<file path="config.mk">
export PLATFORM = sky130hd
export DESIGN_NAME = exec_muldiv_unit
export DESIGN_NICKNAME = d
export VERILOG_FILES = /design/src/rtl/exec_muldiv_unit_pkg.sv /design/src/rtl/exec_fwd_mux.sv /design/src/rtl/exec_muldiv_unit.sv
export SDC_FILE = /design/constraint.sdc
export NUM_CORES = 1
export LEC_CHECK = 0
export ABC_AREA = 1
export BUFFER_PORTS_ARGS = -buffer_cell sky130_fd_sc_hd__buf_2
export CAP_MARGIN = 0
export CORE_MARGIN = 5
export CORE_UTILIZATION = 33
export CTS_CLUSTER_DIAMETER = 200
export DETAILED_ROUTE_END_ITERATION = 8
export PLACE_DENSITY = 0.5
export SETUP_SLACK_MARGIN = 0.3
export SLEW_MARGIN = 20
export SYNTH_ARGS = -nofsm -noshare
export SYNTH_HDL_FRONTEND = slang
export SYNTH_SLANG_ARGS = --single-unit
</file>
<file path="constraint.sdc">
create_clock -name clk -period 5.35 [get_ports clk]
set_input_delay 1.07 -clock clk [delete_from_list [all_inputs] [get_ports clk]]
set_output_delay 1.07 -clock clk [all_outputs]
set_load 0.05 [all_outputs]
</file>
<file path="src/rtl/exec_muldiv_unit_pkg.sv">
`default_nettype none
// ============================================================================
// Module      : exec_muldiv_unit_pkg
// Description : Shared EX-stage definitions. These are the M-extension funct3
//               codes, the operand-forwarding select encodings and the
//               multiply/divide FSM state encodings.
// Revision    : 1.0 - initial release
// ============================================================================
package exec_muldiv_unit_pkg;

  // M-extension funct3 codes
  localparam logic [2:0] c_F3_MUL    = 3'b000;
  localparam logic [2:0] c_F3_MULH   = 3'b001;
  localparam logic [2:0] c_F3_MULHSU = 3'b010;
  localparam logic [2:0] c_F3_MULHU  = 3'b011;
  localparam logic [2:0] c_F3_DIV    = 3'b100;
  localparam logic [2:0] c_F3_DIVU   = 3'b101;
  localparam logic [2:0] c_F3_REM    = 3'b110;
  localparam logic [2:0] c_F3_REMU   = 3'b111;

  // Operand forwarding selects (2'b11 aliases the register file)
  localparam logic [1:0] c_FWD_REG = 2'b00;
  localparam logic [1:0] c_FWD_WB  = 2'b01;
  localparam logic [1:0] c_FWD_MEM = 2'b10;

  // Multiply/divide FSM states
  localparam logic [1:0] c_ST_IDLE = 2'd0;
  localparam logic [1:0] c_ST_CALC = 2'd1;
  localparam logic [1:0] c_ST_DONE = 2'd2;

endpackage : exec_muldiv_unit_pkg
`default_nettype wire

</file>
<file path="src/rtl/exec_fwd_mux.sv">
`default_nettype none
// ============================================================================
// Module      : exec_fwd_mux
// Description : Forwarding selection for one EX operand.
//   i_sel            : 00/11 register file, 01 WB result, 10 MEM result
//   i_rdata          : register-file read data
//   i_wb_data        : writeback-stage result
//   i_mem_alu_data   : MEM-stage ALU result
//   i_mem_load_data  : MEM-stage load data
//   i_mem_is_load    : MEM-stage op is a load
//   o_operand        : selected operand
// Revision    : 1.0 - initial release
// ============================================================================
module exec_fwd_mux
  import exec_muldiv_unit_pkg::*;
#(
  parameter int XLEN = 32
) (
  input  logic [1:0]      i_sel,
  input  logic [XLEN-1:0] i_rdata,
  input  logic [XLEN-1:0] i_wb_data,
  input  logic [XLEN-1:0] i_mem_alu_data,
  input  logic [XLEN-1:0] i_mem_load_data,
  input  logic            i_mem_is_load,
  output logic [XLEN-1:0] o_operand
);

  always_comb begin
    o_operand = i_rdata;
    case (i_sel)
      c_FWD_REG: o_operand = i_rdata;
      c_FWD_WB:  o_operand = i_wb_data;
      // A load in MEM forwards its load data, not its address computation
      c_FWD_MEM: o_operand = i_mem_is_load ? i_mem_load_data : i_mem_alu_data;
      default:   o_operand = i_rdata;
    endcase
  end

endmodule : exec_fwd_mux
`default_nettype wire

</file>
<file path="src/rtl/exec_muldiv_unit.sv">
`default_nettype none
// ============================================================================
// Module      : exec_muldiv_unit
// Description : Iterative RV32M/RV64M multiply/divide engine for the EX stage.
//               It uses radix-2 shift-add multiply and restoring divide on
//               one shared datapath, with XLEN iterations per op. Divide by
//               zero and signed overflow complete one cycle after acceptance.
//   clk, rst_n           : clock, asynchronous active-low reset
//   i_start / i_flush    : valid M op in EX / kill in-flight op
//   i_funct3             : operation select
//   i_rdata1/2           : register-file operands
//   i_fwd_sel_a/b        : forwarding selects for rs1/rs2
//   i_wb_data, i_mem_*   : forwarding sources
//   o_stall_req          : hold IF/ID/EX
//   o_result_valid       : one-cycle result strobe (DONE state)
//   o_result             : result, held until the next DONE
// Revision    : 1.0 - initial release
// ============================================================================
module exec_muldiv_unit
  import exec_muldiv_unit_pkg::*;
#(
  parameter int XLEN = 32
) (
  input  logic            clk,
  input  logic            rst_n,
  input  logic            i_start,
  input  logic            i_flush,
  input  logic [2:0]      i_funct3,
  input  logic [XLEN-1:0] i_rdata1,
  input  logic [XLEN-1:0] i_rdata2,
  input  logic [1:0]      i_fwd_sel_a,
  input  logic [1:0]      i_fwd_sel_b,
  input  logic [XLEN-1:0] i_wb_data,
  input  logic [XLEN-1:0] i_mem_alu_data,
  input  logic [XLEN-1:0] i_mem_load_data,
  input  logic            i_mem_is_load,
  output logic            o_stall_req,
  output logic            o_result_valid,
  output logic [XLEN-1:0] o_result
);

  localparam int               CNT_W  = $clog2(XLEN) + 1;
  localparam logic [CNT_W-1:0] c_LAST = CNT_W'(XLEN - 1);
  localparam logic [XLEN-1:0]  c_MIN  = {1'b1, {(XLEN-1){1'b0}}};
  localparam logic [XLEN-1:0]  c_ONES = {XLEN{1'b1}};

  logic [1:0]       r_state, w_state_nxt;
  logic [CNT_W-1:0] r_cnt;
  logic [2:0]       r_funct3;
  logic [XLEN-1:0]  r_acc;      // product high half / partial remainder
  logic [XLEN-1:0]  r_lo;       // multiplier -> product low half / dividend -> quotient
  logic [XLEN-1:0]  r_b;        // multiplicand / divisor magnitude
  logic             r_neg;      // negate product or quotient
  logic             r_neg_rem;  // negate remainder (dividend sign)
  logic [XLEN-1:0]  r_result;

  logic [XLEN-1:0]  w_op_a, w_op_b, w_mag_a, w_mag_b, w_fast_res;
  logic             w_accept, w_sgn_a, w_sgn_b, w_sa, w_sb, w_div0, w_ovf, w_fast, w_last;

  exec_fwd_mux #(.XLEN(XLEN)) u_fwd_a (
    .i_sel(i_fwd_sel_a), .i_rdata(i_rdata1), .i_wb_data(i_wb_data),
    .i_mem_alu_data(i_mem_alu_data), .i_mem_load_data(i_mem_load_data),
    .i_mem_is_load(i_mem_is_load), .o_operand(w_op_a)
  );

  exec_fwd_mux #(.XLEN(XLEN)) u_fwd_b (
    .i_sel(i_fwd_sel_b), .i_rdata(i_rdata2), .i_wb_data(i_wb_data),
    .i_mem_alu_data(i_mem_alu_data), .i_mem_load_data(i_mem_load_data),
    .i_mem_is_load(i_mem_is_load), .o_operand(w_op_b)
  );

  // ---------------- acceptance decode ----------------
  assign w_accept = (r_state == c_ST_IDLE) && i_start && !i_flush;

  always_comb begin
    w_sgn_a = 1'b0;
    w_sgn_b = 1'b0;
    case (i_funct3)
      c_F3_MULH, c_F3_DIV, c_F3_REM: begin w_sgn_a = 1'b1; w_sgn_b = 1'b1; end
      c_F3_MULHSU:                   w_sgn_a = 1'b1;
      c_F3_MUL, c_F3_MULHU, c_F3_DIVU, c_F3_REMU: begin w_sgn_a = 1'b0; w_sgn_b = 1'b0; end
      default: begin w_sgn_a = 1'b0; w_sgn_b = 1'b0; end
    endcase
  end

  assign w_sa    = w_sgn_a && w_op_a[XLEN-1];
  assign w_sb    = w_sgn_b && w_op_b[XLEN-1];
  assign w_mag_a = w_sa ? -w_op_a : w_op_a;
  assign w_mag_b = w_sb ? -w_op_b : w_op_b;

  // Divide corner cases bypass the iteration; funct3[1] picks REM over DIV
  assign w_div0     = i_funct3[2] && (w_op_b == '0);
  assign w_ovf      = ((i_funct3 == c_F3_DIV) || (i_funct3 == c_F3_REM)) &&
                      (w_op_a == c_MIN) && (w_op_b == c_ONES);
  assign w_fast     = w_div0 || w_ovf;
  assign w_fast_res = w_div0 ? (i_funct3[1] ? w_op_a : c_ONES)
                             : (i_funct3[1] ? '0 : c_MIN);

  // ---------------- one iteration of the shared datapath ----------------
  logic [XLEN:0]   w_mul_sum, w_div_sh;
  logic            w_div_ge;
  logic [XLEN-1:0] w_acc_nxt, w_lo_nxt, w_rem_s, w_quo_s, w_calc_res;
  logic [2*XLEN-1:0] w_prod, w_prod_s;

  assign w_mul_sum = {1'b0, r_acc} + {1'b0, (r_lo[0] ? r_b : {XLEN{1'b0}})};
  // Shifted partial remainder keeps the top bit so the compare sees the borrow
  assign w_div_sh  = {r_acc, r_lo[XLEN-1]};
  assign w_div_ge  = (w_div_sh >= {1'b0, r_b});

  always_comb begin
    if (r_funct3[2]) begin
      // Restored remainder is always below the divisor, so XLEN bits suffice
      w_acc_nxt = w_div_sh[XLEN-1:0] - (w_div_ge ? r_b : {XLEN{1'b0}});
      w_lo_nxt  = {r_lo[XLEN-2:0], w_div_ge};
    end else begin
      w_acc_nxt = w_mul_sum[XLEN:1];
      w_lo_nxt  = {w_mul_sum[0], r_lo[XLEN-1:1]};
    end
  end

  // Final value formed from the last iteration's outputs so it lands in DONE
  assign w_prod   = {w_acc_nxt, w_lo_nxt};
  assign w_prod_s = r_neg ? -w_prod : w_prod;
  assign w_quo_s  = r_neg ? -w_lo_nxt : w_lo_nxt;
  assign w_rem_s  = r_neg_rem ? -w_acc_nxt : w_acc_nxt;

  always_comb begin
    if (r_funct3[2])
      w_calc_res = r_funct3[1] ? w_rem_s : w_quo_s;
    else if (r_funct3 == c_F3_MUL)
      w_calc_res = w_prod_s[XLEN-1:0];
    else
      w_calc_res = w_prod_s[2*XLEN-1:XLEN];
  end

  assign w_last = (r_cnt == c_LAST);

  // ---------------- FSM: state register ----------------
  always_ff @(posedge clk or negedge rst_n) begin
    if (!rst_n) r_state <= c_ST_IDLE;
    else        r_state <= w_state_nxt;
  end

  // ---------------- FSM: next state ----------------
  always_comb begin
    w_state_nxt = c_ST_IDLE;
    case (r_state)
      c_ST_IDLE: w_state_nxt = w_accept ? (w_fast ? c_ST_DONE : c_ST_CALC) : c_ST_IDLE;
      c_ST_CALC: w_state_nxt = i_flush ? c_ST_IDLE : (w_last ? c_ST_DONE : c_ST_CALC);
      c_ST_DONE: w_state_nxt = c_ST_IDLE;
      default:   w_state_nxt = c_ST_IDLE;
    endcase
  end

  // ---------------- FSM: outputs ----------------
  always_comb begin
    o_stall_req    = w_accept || (r_state == c_ST_CALC);
    o_result_valid = (r_state == c_ST_DONE);
  end

  assign o_result = r_result;

  // ---------------- datapath registers ----------------
  always_ff @(posedge clk or negedge rst_n) begin
    if (!rst_n) begin
      r_cnt     <= '0;
      r_funct3  <= '0;
      r_acc     <= '0;
      r_lo      <= '0;
      r_b       <= '0;
      r_neg     <= 1'b0;
      r_neg_rem <= 1'b0;
      r_result  <= '0;
    end else if (w_accept) begin
      r_cnt     <= '0;
      r_funct3  <= i_funct3;
      r_acc     <= '0;
      r_lo      <= w_mag_a;
      r_b       <= w_mag_b;
      r_neg     <= w_sa ^ w_sb;
      r_neg_rem <= w_sa;
      if (w_fast) r_result <= w_fast_res;
    end else if ((r_state == c_ST_CALC) && !i_flush) begin
      r_cnt <= r_cnt + 1'b1;
      r_acc <= w_acc_nxt;
      r_lo  <= w_lo_nxt;
      if (w_last) r_result <= w_calc_res;
    end
  end

endmodule : exec_muldiv_unit
`default_nettype wire

</file>
==> flow_summary_export.csv, run 1 <==
group,metric,value,unit
final_layout,multiInputGateArea,0.01369,mm^2
worst_setup_path,worstReg2RegStart,"r_acc[29]$_DFFE_PN0P_",
detailed_routing,route.detailed.wl_per_inst,20.70,um
sta,finalMaxSlewViolations,0,
floorplanning,floorplan.initialDensity,33.31,%
worst_setup_path,worstSetupPathDepth,30,
clocking,cts_inserted_buffers,17,
detailed_routing,firstDrtPassIters,6,
floorplanning,i_o_pin_count,206,
hold_path,hold_path_startpoint,"o_result[2]$_DFFE_PN0P_",
sta,min_cycle_time_layout,4784,ps
worst_setup_path,path_common_cell,"nand2_1",
clocking,cts_hold_repair.buffers,0,
power_and_ir_drop,powerDensity,613.3,mW/mm^2
worst_setup_path,required,5740,ps
grt,maximum_number_of_pins_on_one_net_before_global_route_repair,98,
floorplanning,core_footprint,0.05891,mm^2
sta,fmax,209.0,MHz
worst_setup_path,critPathCaptureType,"register",
power_and_ir_drop,vdd_ir_drop_max,0.0003929,V
power_and_ir_drop,cellLeakagePower,12.82,nW
sta,finClkSkew,19.61,ps
synth,synth_top_cell_area_share,23.09,%
hold_path,hold_path_depth,2,
final_layout,nFillCells,6760,
sta,slew_headroom,27.41,%
flow_run,max_cap_violations,0,
detailed_routing,ant_nets,0,
outcome,run_status,"finished, final reports clean",
synth,synthesis.instances,3544,
clocking,clock-root-buffer,"clkbuf_16",
final_layout,antenna-diode-count,0,
final_layout,num-nets-final,4078,
sta,finalSetupTns,0,ps
detailed_routing,drt_drc_violations_left,0,
clocking,cts_max_level,4,
sta,timing_hold_violations_final,0,
worst_setup_path,timing.critical_path.slowest_stage_cell,"dfrtp_2",
placed_design,routabilityCongestion,1.012,
final_layout,layout.area.seq,0.003540,mm^2
clocking,clk-insertion-delay-late,500,ps
synth,ys_seq_elements,141,
detailed_routing,initialDrtViolationCount,2197,
worst_setup_path,critical_path.top_delay_family,"simple AND/OR/NAND/NOR gates",
placed_design,dp.final_hpwl,78700,um
worst_setup_path,crit_path_start_kind,"register",
synth,cell_taking_the_most_area_after_synthesis,"nand2_1",
worst_setup_path,cp.arrival,5170,ps
worst_setup_path,worstSetupPathType,"register to register",
grt,antenna_found_initial,0,
synth,yosys_warnings,0,
sta,fin_crit_sh,89.41,%
grt,gr-usage-all-layers,28.88,%
worst_setup_path,crit_path_max_incr_delay,440,ps
synth,async_flop_share,100.0,%
placed_design,buffer_ports.inserted,205,
synth,synth_sequential_area_ratio,17.98,%
sta,rsz0062_at_grt,"true",
grt,grt_pass1_wl,140100,um
detailed_routing,wirelength,94900,um
hold_path,hold_path.class,"register to register",
floorplanning,die_w,253.9,um
synth,average_cell_area_after_synthesis,5.537,um^2
sta,tightestPinTransition,1089,ps
sta,setup_viol,0,
synth,yosys-top-cells-area,"nand2_1, dfrtp_1, inv_1",
detailed_routing,routed-via-count,23865,
final_layout,post_route_cells_drive_above_1_share,14.32,%
worst_setup_path,path_buf_inv,2,
floorplanning,die_area,0.06444,mm^2
synth,synth_edf_count,0,
synth,synth.net_count,3823,
grt,first_global_vias,22346,
clocking,clock_transition_at_the_registers_of_the_reported_paths,70,ps
synth,syn_area,0.01962,mm^2
floorplanning,placementRows,89,
clocking,clock_tree_from_tritoncts,"built",
floorplanning,die-height,253.9,um
synth,synth-main-ff-cell,"dfrtp_1",
clocking,cts_max_path_buffers,2,
detailed_routing,mean_number_of_vias_per_cell,5.205,
clocking,cts.sink_count,141,
worst_setup_path,worst_r2r_path_depth,30,
final_layout,most-common-layout-cells,"nand2_1, inv_1, nor2_1",
final_layout,stdcell_area,0.02320,mm^2
worst_setup_path,crit_path_start,"r_acc[29]$_DFFE_PN0P_",
final_layout,final_common_cell,"nand2_1",
grt,grt_overflow,0,
placed_design,postPlaceCellArea,0.02221,mm^2
final_layout,post_synthesis_to_final_layout_area_growth,18.23,%
worst_setup_path,worst_path_fanout_max,14,
synth,ys_types,61,
[cell families after synthesis]
family	share of synthesized area, %
multiplexers	0.3060
AND/OR/NAND/NOR	39.71
flip-flops	17.98
XOR/XNOR	3.303
adder cells (fa/ha/maj)	6.899
AO/OA/AOI/OAI	17.93
buffers and inverters	13.87
[synth_stat cells (8+ instances only)]
library cell,count
xor2_1,61
inv_2,18
nor2_1,304
nand3b_1,9
o21ai_2,11
ha_1,105
nor3_1,27
o21ai_1,78
xnor2_1,13
inv_1,554
or2_1,8
dfrtp_1,141
buf_1,17
nand2_1,1207
a21oi_1,213
buf_4,8
o21a_1,21
o21ai_0,216
a22oi_1,22
o211ai_1,18
nand3_1,247
or2_2,10
buf_2,25
o221ai_1,24
clkbuf_1,66
nor3_2,9
nand4_1,38
[where the power goes]
part / switching [mW] / total [mW] / internal (mW) / leakage [nW]
logic: 7.64 / 11.2 / 3.57 / 10.7
clock network: 0.591 / 1.29 / 0.703 / 0.296
registers: 0.393 / 1.72 / 1.33 / 1.82
[metal layers]
metal / GRT usage [%] / routed length, um
met2: 46.63 / 42330
met1: 38.94 / 41360
met3: 4.605 / 7102
met5: 0 / 0
met4: 10.97 / 4104
[area by class of cell]
type	instances	share of cell area, %
multi-input combinational	2706	59.01
sequential	141	15.26
timing repair buffer	358	9.648
inverter	575	9.303
tap	773	4.169
clock buffer	17	1.834
clock inverter	15	0.7820
[worst register-to-register path: cells and delay by family, from the launching register on]
kind	cells	cell delay, ps
simple gates	23	2270
compound gates	3	990
fa+ha+maj	2	680
flops	1	440
buf+inv	2	280
[through the flow]
stage          hold slack (ps)  total power [mW]  std cells  util, %  worst slack (ps)
2_1_floorplan            490.2             8.159       3544        -              1229
3_3_place_gp             495.0             12.25       4546    37.70             199.1
3_5_place_dp             497.5             12.19       4546    37.70             128.3
4_1_cts                  513.2             13.57       4578    38.76             299.6
5_1_grt                  547.2             15.45       4585    39.39             248.7
6_report                 509.0             14.23       4585    39.39             566.4
[registers in the layout (all words and copies together) (netlist names)]
| signal | cells |
|---|---|
| r_neg | 1 |
| r_funct3 | 3 |
| r_b | 32 |
| r_acc | 32 |
| r_lo | 32 |
| r_neg_rem | 1 |
| o_result | 32 |
| r_state | 2 |
| r_cnt | 6 |
[what timing repair did]
| item | CTS | global route |
|---|---|---|
| gates resized for setup | 5 | 99 |
| pin swaps | 0 | 9 |
| setup endpoints to repair | 13 | 28 |
| setup buffers | 0 | 7 |
[worst paths after layout]
kind,to,slack [ps]
worst max-delay path,o_result[31]$_DFFE_PN0P_,570
worst min-delay path,o_result[2]$_DFFE_PN0P_,510
worst max register to register,o_result[31]$_DFFE_PN0P_,570
min in group asynchronous,o_result[28]$_DFFE_PN0P_,620
worst min register to register,o_result[2]$_DFFE_PN0P_,510
max in group asynchronous,r_neg$_DFFE_PN0P_,3630
Note: power is estimated with default switching activity, not from simulation.
==> inputs of run 2 (changes only) <==
--- a/config.mk
+++ b/config.mk
@@ -5,7 +5,6 @@
 export SDC_FILE = /design/constraint.sdc
 export NUM_CORES = 1
 export LEC_CHECK = 0
-export ABC_AREA = 1
 export BUFFER_PORTS_ARGS = -buffer_cell sky130_fd_sc_hd__buf_2
 export CAP_MARGIN = 0
 export CORE_MARGIN = 5
==> flow_summary_export.csv, run 2 <==
group,metric,value,unit
synth,largest_family_of_logic_cells_by_synthesized_area,"compound AO/OA/AOI/OAI gates",
grt,grt_overflow,0,
synth,ys_seq_elements,141,
synth,adder_cell_share_of_the_synthesized_area,7.722,%
final_layout,post_route_cells_drive_above_1_share,29.57,%
synth,synth.net_count,2653,
sta,fmax,171.5,MHz
worst_setup_path,crit_path_start,"r_acc[6]$_DFFE_PN0P_",
clocking,cts_hold_repair.buffers,0,
clocking,cts_max_path_buffers,2,
clocking,cts_inserted_buffers,17,
synth,post_synth_mux_area_share,5.731,%
synth,synthesis.instances,2374,
detailed_routing,initialDrtViolationCount,1598,
power_and_ir_drop,vdd_ir_drop_max,0.0002774,V
final_layout,most-common-layout-cells,"buf_4, nand2_1, buf_2",
final_layout,antenna-diode-count,0,
detailed_routing,mean_number_of_vias_per_cell,5.824,
grt,antenna_found_initial,6,
sta,final.hold.worst_slack,503.0,ps
final_layout,post_synthesis_to_final_layout_area_growth,34.73,%
sta,tightestPinTransition,1017,ps
hold_path,hold_path_startpoint,"o_result[18]$_DFFE_PN0P_",
synth,yosysMostFrequentCell,"nand2_1",
synth,yosys.area_share.xor_xnor,9.042,%
synth,synth-compound-area-share,30.02,%
detailed_routing,drt_drc_violations_left,0,
detailed_routing,sum_of_met3_wire_segment_lengths_after_detailed_routing,5809,um
floorplanning,core_footprint,0.05255,mm^2
floorplanning,floorplan.initialDensity,33.36,%
clocking,cts_max_level,4,
worst_setup_path,required,5680,ps
final_layout,final_common_cell,"buf_4",
power_and_ir_drop,powerDensity,705.2,mW/mm^2
synth,cell_taking_the_most_area_after_synthesis,"dfrtp_1",
detailed_routing,routed-via-count,20669,
synth,yosys_warnings,0,
sta,min_cycle_time_layout,5832,ps
grt,maximum_number_of_pins_on_one_net_before_global_route_repair,76,
sta,slew_headroom,31.92,%
placed_design,routabilityCongestion,0.9466,
power_and_ir_drop,cellLeakagePower,10.48,nW
grt,grt_pass1_wl,127100,um
final_layout,nFillCells,5444,
grt,first_global_vias,20384,
floorplanning,placementRows,84,
worst_setup_path,worstReg2RegStart,"r_acc[6]$_DFFE_PN0P_",
power_and_ir_drop,power.total,16.66,mW
worst_setup_path,worst_path_fanout_max,5,
detailed_routing,detailroute.wirelength.met2,39410,um
floorplanning,i_o_pin_count,206,
sta,fin_crit_sh,109.0,%
grt,gr-usage-all-layers,28.67,%
detailed_routing,route.top_layer_used,"met5",
flow_run,max_cap_violations,0,
hold_path,hold_path.class,"register to register",
synth,commonest_cells_in_the_synthesized_netlist,"nand2_1, o21ai_0, a21oi_1",
placed_design,buffer_ports.inserted,205,
worst_setup_path,crit_path_start_kind,"register",
final_layout,num-nets-final,3127,
outcome,run_status,"finished with violations",
worst_setup_path,critPathCaptureType,"register",
worst_setup_path,cp.arrival,6170,ps
clocking,clock_transition_at_the_registers_of_the_reported_paths,70,ps
synth,synth_sequential_area_ratio,20.13,%
clocking,cts.sink_count,141,
synth,ys_types,92,
clocking,clock-root-buffer,"clkbuf_16",
clocking,clock_tree_from_tritoncts,"built",
sta,timing_hold_violations_final,0,
floorplanning,die-height,240.5,um
sta,finalWorstSetupSlack,-482.2,ps
detailed_routing,wirelength,85580,um
outcome,violations_in_the_final_reports,"setup timing",
detailed_routing,routedLengthMet1,36600,um
detailed_routing,firstDrtPassIters,5,
worst_setup_path,worstSetupPathType,"register to register",
sta,rsz0062_at_grt,"true",
synth,syn_area,0.01753,mm^2
floorplanning,die_w,240.5,um
synth,async_flop_share,100.0,%
floorplanning,die_area,0.05784,mm^2
clocking,clk-insertion-delay-late,460,ps
synth,synth-main-ff-cell,"dfrtp_1",
synth,synth_simple_gate_area_share,22.74,%
sta,setup_viol,24,
placed_design,dp.final_hpwl,69970,um
sta,finalMaxSlewViolations,0,
synth,synth_edf_count,0,
detailed_routing,ant_nets,0,
sta,finClkSkew,14.65,ps
synth,average_cell_area_after_synthesis,7.385,um^2
synth,synth_top_cell_area_share,20.13,%
synth,yosys-top-cells-area,"dfrtp_1, ha_1, nand2_1",
detailed_routing,route.detailed.wl_per_inst,24.11,um
## run 2: cell types whose count changed after synthesis, sizes merged, moves of 28 or more
cell,before,now
a211oi,0,28
a22o,2,36
and2,3,45
buf,56,27
clkbuf,66,111
inv,572,75
mux2,5,43
mux2i,0,52
nand2,1211,339
nand3,248,41
nor2,311,180
o21ai,305,216
xnor2,13,108
## run 2: area by class of cell
class / instances / area (um^2) / share of cell area (%)
inverters: 75 / 281.5 / 1.192
multi-input cells: 2020 / 14320 / 60.61
clock buffers: 19 / 432.9 / 1.833
well taps: 688 / 860.8 / 3.644
repair buffers: 593 / 4019 / 17.01
clock inverters: 13 / 177.7 / 0.7522
flip-flops and latches: 141 / 3533 / 14.96
## run 2: where the power goes
| group | switching (mW) | internal (mW) | total (mW) | leakage [nW] |
|---|---|---|---|---|
| Combinational | 7.64 | 6.12 | 13.8 | 8.39 |
| Sequential | 0.273 | 1.34 | 1.61 | 1.79 |
| Clock | 0.545 | 0.744 | 1.29 | 0.291 |
## run 2: metrics by stage
stage	utilization, %	worst slack, ps	instance area [um^2]	TNS (ps)	instances
floorplan	-	-111.9	17790	-252.0	2374
global placement	41.74	-886.1	21930	-13680	3495
detailed placement	41.74	-895.8	21930	-14140	3495
CTS	44.34	-490.8	23300	-6509	3543
global route	44.95	-711.1	23620	-12910	3549
finish	44.95	-482.2	23620	-6625	3549
## run 2: path summary, 6_finish.rpt
check | endpoint | slack [ps] | cells after the start
worst max-delay path | o_result[27]$_DFFE_PN0P_ | -480 | 27
max in group asynchronous | r_acc[13]$_DFFE_PN0P_ | 3630 | 2
worst min register to register | o_result[18]$_DFFE_PN0P_ | 500 | 1
worst min-delay path | o_result[18]$_DFFE_PN0P_ | 500 | 1
worst max register to register | o_result[27]$_DFFE_PN0P_ | -480 | 27
min in group asynchronous | o_result[28]$_DFFE_PN0P_ | 630 | 1
## run 2: cells by family (layout without fill, tap and decap cells)
group / after synthesis / count (layout)
XOR/XNOR: 181 / 181
flip-flops: 141 / 141
multiplexers: 95 / 95
adder cells (fa/ha/maj): 107 / 107
buffers and inverters: 213 / 700
AO/OA/AOI/OAI: 798 / 798
AND/OR/NAND/NOR: 839 / 839
## run 2: metal layers
metal,vias up,GRT usage (%)
li1,9729,-
met1,9932,38.40
met2,859,47.00
met3,145,4.244
met4,4,10.52
met5,-,0
## run 2: worst max-delay path, stage by stage (launching register included)
cell and delay, ps:
dfrtp_1 420, ha_4 290, and3_4 190, a221oi_2 50, or3_1 320, a21oi_2 190, o2111ai_2 170, nand2_2 130
and2_4 150, ha_4 120, inv_2 40, fa_2 370, a211oi_4 220, buf_4 140, o21bai_1 60, a21oi_1 150
xor2_1 220, a211oi_2 150, or4_4 530, or3b_4 420, buf_6 150, nor4_4 210, nand2_4 140, buf_6 160
o21ai_4 140, xnor2_2 190, o221ai_2 190, o22a_1 200
## run 2: what timing repair did
action / 4_1_cts / 5_1_grt
setup buffers: 16 / 6
cloned: 0 / 0
endpoints found under the setup margin: 32 / 33
resized for setup: 116 / 53
pin swaps: 48 / 41
hold endpoints to repair: 0 / 0
